<file path="config.mk">
export PLATFORM = sky130hd
export DESIGN_NAME = serial_alu_ctrl_flat
export DESIGN_NICKNAME = d
export VERILOG_FILES = /design/src/rtl/serial_alu_ctrl_if.sv /design/src/rtl/serial_alu_ctrl.sv /design/src/flat_wrapper.sv
export SDC_FILE = /design/constraint.sdc
export NUM_CORES = 1
export LEC_CHECK = 0
export ABC_AREA = 1
export CORE_AREA = 3 3 80 157
export CTS_CLUSTER_SIZE = 28
export DETAILED_ROUTE_END_ITERATION = 12
export DIE_AREA = 0 0 83 160
export GPL_TIMING_DRIVEN = 0
export PLACE_DENSITY = 0.74
export SLEW_MARGIN = 20
export SYNTH_ARGS = -nofsm -noshare
export SYNTH_HDL_FRONTEND = slang
export SYNTH_SLANG_ARGS = --single-unit
</file>
<file path="constraint.sdc">
create_clock -name clk -period 2.1 [get_ports clk]
set_input_delay 0.315 -clock clk [delete_from_list [all_inputs] [get_ports clk]]
set_output_delay 0.315 -clock clk [all_outputs]
set_load 0.05 [all_outputs]
</file>
<file path="src/rtl/serial_alu_ctrl_if.sv">
// Start/done handshake and operand/result bus of the bit-serial ALU sequencer.
// The overflow flag exists only when SERIAL_ALU_OVF_EN is defined.
interface serial_alu_ctrl_if #(
  parameter int unsigned WIDTH = 32
);
  logic             start;
  logic [1:0]       op;
  logic [WIDTH-1:0] a;
  logic [WIDTH-1:0] b;
  logic             busy;
  logic             done;
  logic [WIDTH-1:0] result;
  logic             zero;
  logic             carry_out;
`ifdef SERIAL_ALU_OVF_EN
  logic             overflow;

  modport master (
    output start, op, a, b,
    input  busy, done, result, zero, carry_out, overflow
  );
  modport slave (
    input  start, op, a, b,
    output busy, done, result, zero, carry_out, overflow
  );
`else
  modport master (
    output start, op, a, b,
    input  busy, done, result, zero, carry_out
  );
  modport slave (
    input  start, op, a, b,
    output busy, done, result, zero, carry_out
  );
`endif
endinterface

</file>
<file path="src/rtl/serial_alu_ctrl.sv">
// Bit-serial ALU sequencer: one operand bit pair per clock through a 1-bit AND/OR/adder cell.
// Optional signed-overflow flag enabled by defining SERIAL_ALU_OVF_EN.
module serial_alu_ctrl #(
  parameter int unsigned WIDTH = 32
) (
  input logic              clk,
  input logic              rst_n,
  serial_alu_ctrl_if.slave bus
);
  localparam int unsigned CW = (WIDTH > 1) ? $clog2(WIDTH) : 1;

  typedef enum logic [1:0] {IDLE, RUN, DONE} state_t;
  typedef enum logic [1:0] {OP_AND = 2'b00, OP_OR = 2'b01, OP_ADD = 2'b10, OP_SUB = 2'b11} op_t;

  state_t           state;
  op_t              op_q;
  logic [WIDTH-1:0] a_sr;
  logic [WIDTH-1:0] b_sr;
  logic [WIDTH-1:0] res_sr;
  logic [CW-1:0]    cnt;
  logic             carry;

  logic             cell_bit;
  logic             cell_carry;
  logic             arith;
  logic [WIDTH-1:0] res_next;

  // The 1-bit slice: B is already inverted for SUB, so SUB uses the adder path.
  always_comb begin
    cell_bit   = 1'b0;
    cell_carry = carry;
    arith      = op_q[1];
    case (op_q)
      OP_AND: cell_bit = a_sr[0] & b_sr[0];
      OP_OR:  cell_bit = a_sr[0] | b_sr[0];
      default: begin
        cell_bit   = a_sr[0] ^ b_sr[0] ^ carry;
        cell_carry = (a_sr[0] & b_sr[0]) | (a_sr[0] & carry) | (b_sr[0] & carry);
      end
    endcase
    res_next = {cell_bit, res_sr[WIDTH-1:1]};
  end

  assign bus.result = res_sr;

  always_ff @(posedge clk or negedge rst_n) begin
    if (!rst_n) begin
      state         <= IDLE;
      op_q          <= OP_AND;
      a_sr          <= '0;
      b_sr          <= '0;
      res_sr        <= '0;
      cnt           <= '0;
      carry         <= 1'b0;
      bus.busy      <= 1'b0;
      bus.done      <= 1'b0;
      bus.zero      <= 1'b0;
      bus.carry_out <= 1'b0;
`ifdef SERIAL_ALU_OVF_EN
      bus.overflow  <= 1'b0;
`endif
    end else begin
      case (state)
        IDLE: begin
          if (bus.start) begin
            a_sr          <= bus.a;
            b_sr          <= (bus.op == OP_SUB) ? ~bus.b : bus.b;
            carry         <= (bus.op == OP_SUB);
            op_q          <= op_t'(bus.op);
            cnt           <= '0;
            res_sr        <= '0;
            bus.zero      <= 1'b0;
            bus.carry_out <= 1'b0;
`ifdef SERIAL_ALU_OVF_EN
            bus.overflow  <= 1'b0;
`endif
            bus.busy      <= 1'b1;
            state         <= RUN;
          end
        end
        RUN: begin
          a_sr   <= a_sr >> 1;
          b_sr   <= b_sr >> 1;
          res_sr <= res_next;
          carry  <= cell_carry;
          if (cnt == CW'(WIDTH - 1)) begin
            // carry still holds the carry into the MSB during this last bit
            bus.busy      <= 1'b0;
            bus.done      <= 1'b1;
            bus.zero      <= (res_next == '0);
            bus.carry_out <= arith & cell_carry;
`ifdef SERIAL_ALU_OVF_EN
            bus.overflow  <= arith & (carry ^ cell_carry);
`endif
            state         <= DONE;
          end else begin
            cnt <= cnt + CW'(1);
          end
        end
        DONE: begin
          bus.done <= 1'b0;
          state    <= IDLE;
        end
        default: state <= IDLE;
      endcase
    end
  end
endmodule

</file>
<file path="src/flat_wrapper.sv">
// flat-port wrapper written by rule: the top's interface ports become plain ports
module serial_alu_ctrl_flat 
#(
  parameter int unsigned WIDTH = 32
)
  (clk, rst_n, bus_start, bus_op, bus_a, bus_b, bus_busy, bus_done, bus_result, bus_zero, bus_carry_out);
  serial_alu_ctrl_if #(.WIDTH(WIDTH)) bus_i ();
  input logic clk;
  input logic rst_n;
  input wire logic [$bits(bus_i.start)-1:0] bus_start;
  input wire logic [$bits(bus_i.op)-1:0] bus_op;
  input wire logic [$bits(bus_i.a)-1:0] bus_a;
  input wire logic [$bits(bus_i.b)-1:0] bus_b;
  output wire logic [$bits(bus_i.busy)-1:0] bus_busy;
  output wire logic [$bits(bus_i.done)-1:0] bus_done;
  output wire logic [$bits(bus_i.result)-1:0] bus_result;
  output wire logic [$bits(bus_i.zero)-1:0] bus_zero;
  output wire logic [$bits(bus_i.carry_out)-1:0] bus_carry_out;
  assign bus_i.start = bus_start;
  assign bus_i.op = bus_op;
  assign bus_i.a = bus_a;
  assign bus_i.b = bus_b;
  assign bus_busy = bus_i.busy;
  assign bus_done = bus_i.done;
  assign bus_result = bus_i.result;
  assign bus_zero = bus_i.zero;
  assign bus_carry_out = bus_i.carry_out;
  serial_alu_ctrl #(.WIDTH(WIDTH)) u_core (.clk(clk), .rst_n(rst_n), .bus(bus_i));
endmodule
</file>
# [After elaboration in Yosys (flattened, before gate mapping)]
# Cells that the tools add are included.
[totals] register_bits=110 latchBits=0 ramBits=0 rom_bits=0 inputBits=69 out_inout_bits=36 mem_count=0
[classes] n_addsub=1 mul=0 n_div=0 n_lt_le_gt_ge=0 n_eq_ne=8 n_shift=0 muxes=27 n_bitwise=10 reduce_logical=12
[op_table] operator="$pmux 32 s2" count=3
[op_table] operator="$mux 32" count=4
[op_table] operator="$logic_not 32->1" count=1
[op_table] operator="$not 32->32" count=1
[op_table] operator="$pmux 1 s2" count=6
[op_table] operator="$mux 5" count=2
[op_table] operator="$pmux 5 s2" count=1
[op_table] operator="$mux 1" count=8
[op_table] operator="$reduce_and 2->1" count=4
[op_table] operator="$reduce_and 3->1" count=2
[op_table] operator="$add 5x1->5 const B" count=1
[op_table] operator="$eq 5x5->1 const B" count=1
[op_table] operator="$and 1x1->1" count=4
[op_table] operator="$eq 2x1->1 const B" count=2
[op_table] operator="$eq 2x2->1 const B" count=2
[op_table] operator="$logic_not 2->1" count=2
[op_table] operator="$mux 2" count=2
[op_table] operator="$ne 2x2->1 const B" count=2
[op_table] operator="$pmux 2 s2" count=1
[op_table] operator="$reduce_bool 2->1" count=2
[op_table] operator="$or 1x1->1" count=3
[op_table] operator="$ne 2x1->1 const B" count=1
[op_table] operator="$reduce_or 2->1" count=1
[op_table] operator="$xor 1x1->1" count=2

# [Depth between registers and ports, before layout]
[logic_depth] word_depth=7 depth_mapped=10 mapped_depth_nobuf=10

# [Worst setup path before layout]
# OpenSTA, ideal clock, no wires.
[synth_timing] path_type="reg-to-reg" start="reg u_core.cnt[0]" end="reg u_core.cnt[0]" setup_time_ps=127 t_arrival_ps=1366 required_time_ps=1973 setup_slack_ps=607 path_stages_with_launch=11 path_buffers=0 period_less_slack_ps=1493 path_cell_list="dfrtp_1 > ha_1 > nand2_1 > nor2_1 > ha_1 > inv_1 > nand2_1 > nand2_1 > inv_1 > nand2_1 > o21ai_0"
[synth_between] elab_chain_len=3 elab_cells_between_ends=6 cone_classes="add/sub (1); eq/ne (2); mux (2); reduce/logical (1)"
[synth_lines] item="start, declared" line_no="serial_alu_ctrl.sv:20" rtl="logic [CW-1:0] cnt;"
[synth_lines] item="start signal, assigned" line_no="serial_alu_ctrl.sv:97" rtl="cnt <= cnt + CW'(1);"
[synth_lines] item="$add 5x1->5 / $eq 5x5->1 (equally long branches)" line_no="serial_alu_ctrl.sv:97, serial_alu_ctrl.sv:86"
[synth_lines] item="$mux 5 / $ne 2x2->1 (equally long branches)"
[synth_lines] item="$pmux 5 s2 / $reduce_and 3->1 (equally long branches)"
# Parallel ways exist; a longest one is shown, timed or not. The select of a mux whose other input is x is not followed.
# A chain may end at the register's enable or synchronous reset.

# [Worst setup path after layout]
[layout_timing] start="reg u_core.res_sr[4] (netlist: u_core.bus.result[4])" end="out bus_result[4]"
[layout_rtl] item="start, declared" line_no="serial_alu_ctrl.sv:19" rtl="logic [WIDTH-1:0] res_sr;"
[layout_rtl] item="start signal, assigned" line_no="serial_alu_ctrl.sv:84" rtl="res_sr <= res_next;"
[layout_rtl] item="end, declared" line_no="flat_wrapper.sv:16" rtl="output wire logic [$bits(bus_i.result)-1:0] bus_result;"
# No word-level cell between the ends.

==> results.py <==
metrics = {
    "status": {
        "outcome": "completed",
    },
    "pwr": {
        "p_sw_share_pct": 42.6,
        "peakVddDrop_v": 0.000781,
        "combPwrFrac_pct": 45.1,
        "p_leak_uw": 0.00289,
        "power_density_nw_per_um2": 1460,
        "pwr-share-seq_pct": 37.6,
        "intPower_uw": 5460,
        "p_clk_share_pct": 17.3,
        "p_switching_uw": 4060,
    },
    "critical_path": {
        "reg2reg_from": "u_core.cnt[0]$_DFFE_PN0P_",
        "slowest_delay_ps": 830,
        "crit_family": "buffers and inverters",
        "cp_data_required_time_ps": 1780,
        "end_kind": "output pin",
        "path_cells": "clkdlybuf4s50_1",
        "cp-start-kind": "flop",
        "worstPathMaxFanout": 3,
        "worstSetupStartpoint": "u_core.bus.result[4]$_DFFE_PN0P_",
        "reg2reg_to": "u_core.cnt[0]$_DFFE_PN0P_",
        "crit_cells": 1,
        "cp_num_buf_inv": 1,
        "arrival_ps": 1580,
        "slowest_stage": "clkdlybuf4s50_1",
        "worst_r2r_path_depth": 10,
        "reg2reg_slack_ps": 370,
        "crit_type": "reg2out",
        "critPathCapture": "bus_result[4]",
    },
    "floorplan": {
        "die_y_um": 160,
        "ios": 105,
        "core_um2": 11400,
        "die-area_um2": 13300,
        "die_w_um": 83,
        "start_util_pct": 43.6,
        "rows": 55,
    },
    "cells_and_area": {
        "final_cell_area_um2": 6530,
        "final_layout_size_suffix_gt1_share_pct": 4.98,
        "antenna_cells": 0,
        "synthToLayoutAreaGrowth_pct": 31.0,
        "layout.nets": 752,
        "finish.utilization_pct": 57.1,
        "nFillCells": 1033,
    },
    "global_routing": {
        "grt_pass1_wl_um": 20900,
        "grt_pass1_vias": 4490,
        "overflow": 0,
        "grt_max_degree": 58,
        "grt_use_total_pct": 19.6,
        "antenna_found_initial": 0,
    },
    "sta": {
        "slew_viol_final": 0,
        "finalHoldViolations": 0,
        "finalSetupViolations": 0,
        "timing.final.crit_share_pct": 90.3,
        "skew_ps": 8.56,
        "tightest_slew_ps": 580,
        "rsz0062_at_grt": "false",
        "fin_crit_ps": 1900,
        "clock.fmax_mhz": 527,
        "relSlewSlack_pct": 61.3,
    },
    "logic_synthesis": {
        "synthXorXnorAreaFrac_pct": 3.87,
        "synth_seq_cells": 110,
        "synth_cell_types": 24,
        "ys.flop_type": "dfrtp_1",
        "yosysMostFrequentCell": "dfrtp_1",
        "ys_async_sr_fraction_pct": 100,
        "synth_fp_nets": 635,
        "synth-seq-area-share_pct": 55.3,
        "synth_top_family_by_area": "compound AO/OA/AOI/OAI gates",
        "postSynthAreaPerCell_um2": 8.88,
        "synth-simple-area-share_pct": 12.2,
        "synthAdderAreaFrac_pct": 1.41,
        "syn_inst": 561,
        "synth-edff-count": 0,
        "synthTopCellsByArea": "dfrtp_1 (55%), o22ai_1 (7.0%), nand2_1 (6.5%)",
        "muxShareOfSynthArea_pct": 0,
        "ys_warn_count": 0,
        "synth_largest_area_cell": "dfrtp_1",
        "synth_common_cells": "dfrtp_1 (110), nand2_1 (86), inv_1 (70)",
        "netlist_area_um2": 4980,
        "synth_top_cell_area_share_pct": 55.3,
        "synth_compound_area_share_pct": 18.9,
    },
    "clocking": {
        "cts.repair.resized": 0,
        "holdBufCountCts": 1,
        "h-tree-depth": 3,
        "clock_latency_ps": 350,
        "cts_post_setup_buffers_inserted": 0,
        "cts-root-buf": "clkbuf_16",
        "clkSinkCount": 110,
        "cts_tree": "done",
        "cts_buffer_depth": 2,
        "numCtsBuffers": 9,
        "clk_pin_slew_worst_paths_ps": 80,
    },
    "placement": {
        "hpwl_um": 9780,
        "portBuffers": 104,
        "place_congestion": 0.878,
        "placed_area_um2": 6230,
    },
    "routing": {
        "route.detailed.drc": 0,
        "vias": 4365,
        "wire_per_inst_um": 15.7,
        "first_iter_violations": 314,
        "viasPerCell": 5.29,
        "dr.pass1.iters": 4,
        "antenna_left": 0,
        "wl_um": 13000,
    },
    "flow_run": {
        "cap_violations": 0,
    },
    "min_path": {
        "hold_class": "in2async",
    },
}
placed cells by master (no fill, tap or decap), types with 2 or more instances in the layout:
master / n
o211ai_1: 8
a21oi_1: 24
o22ai_1: 56
buf_1: 2
buf_2: 11
nand2_1: 86
dfrtp_1: 110
inv_2: 3
xor2_1: 11
nor2_1: 53
o21ai_0: 57
clkbuf_1: 20
clkbuf_16: 9
clkdlybuf4s50_1: 103
o21ai_1: 5
ha_1: 4
nand3_1: 14
xnor2_1: 11
inv_6: 4
inv_1: 70
o221ai_1: 10
through the flow:
stage | TNS (ps) | hold slack [ps] | setup slack, ps | cells | power [uW]
after floorplan | 0 | 19.4 | 607 | 561 | 6460
after global placement | -362070 | 465 | -3300 | 807 | 7740
after detailed placement | 0 | 307 | 94.2 | 808 | 7920
after CTS | 0 | 490 | 190 | 825 | 9590
after global routing | 0 | 506 | 166 | 825 | 10100
final | 0 | 483 | 204 | 825 | 9520
layout make-up:
class | instances | area [um^2] | area share [%]
buffer | 33 | 138 | 2.11
clock buffer | 9 | 225 | 3.45
clock inverter | 7 | 62.6 | 0.959
inverter | 73 | 274 | 4.20
multi-input combinational | 345 | 1820 | 27.8
sequential | 110 | 2750 | 42.2
tap | 142 | 178 | 2.72
timing repair buffer | 106 | 1080 | 16.5
kinds of logic (layout without fill, tap and decap cells):
logic type	Yosys count	in the layout
AO/OA/AOI/OAI	162	162
flip-flops	110	110
XOR/XNOR	22	22
adder cells (fa/ha/maj)	5	5
buffers and inverters	106	228
AND/OR/NAND/NOR	156	156
state kept, by name (all words and copies together) (netlist names):
name,flops
u_core.b_sr,32
u_core.bus.zero,1
u_core.bus.busy,1
u_core.bus.done,1
u_core.cnt,5
u_core.carry,1
u_core.bus.result,32
u_core.a_sr,32
u_core.state,2
u_core.op_q,2
u_core.bus.carry_out,1
how the worst min path moves through the flow:
| stage | from | slack [ps] | to | cells after the start |
|---|---|---|---|---|
| 6_report | rst_n | 480 | u_core.bus.result[6]$_DFFE_PN0P_ | 2 |
| 5_1_grt | u_core.b_sr[31]$_DFFE_PN0P_ | 510 | u_core.b_sr[31]$_DFFE_PN0P_ | 2 |
| 3_3_place_gp | u_core.cnt[4]$_DFFE_PN0P_ | 460 | u_core.cnt[4]$_DFFE_PN0P_ | 2 |
| 4_1_cts | u_core.a_sr[18]$_DFFE_PN0P_ | 490 | u_core.a_sr[17]$_DFFE_PN0P_ | 2 |
| 3_5_place_dp | rst_n | 310 | u_core.bus.result[6]$_DFFE_PN0P_ | 1 |
| 2_1_floorplan | rst_n | 20 | u_core.a_sr[0]$_DFFE_PN0P_ | 0 |
power groups by stage:
stage	clock, uW	sequential [uW]	combinational, uW
floorplan	0	4410	2060
global placement	0	3570	4170
detailed placement	0	3600	4310
CTS	1680	3570	4330
global route	1760	3680	4710
finish	1640	3580	4300
layer usage:
layer	routed length, um	GRT usage, %	vias to the layer above
met5	0	0	-
met4	306	8.63	0
met3	462	2.63	23
met2	7220	37.1	120
met1	5000	21.1	2120
li1	-	-	2102
(Power assumes the default switching activity.)
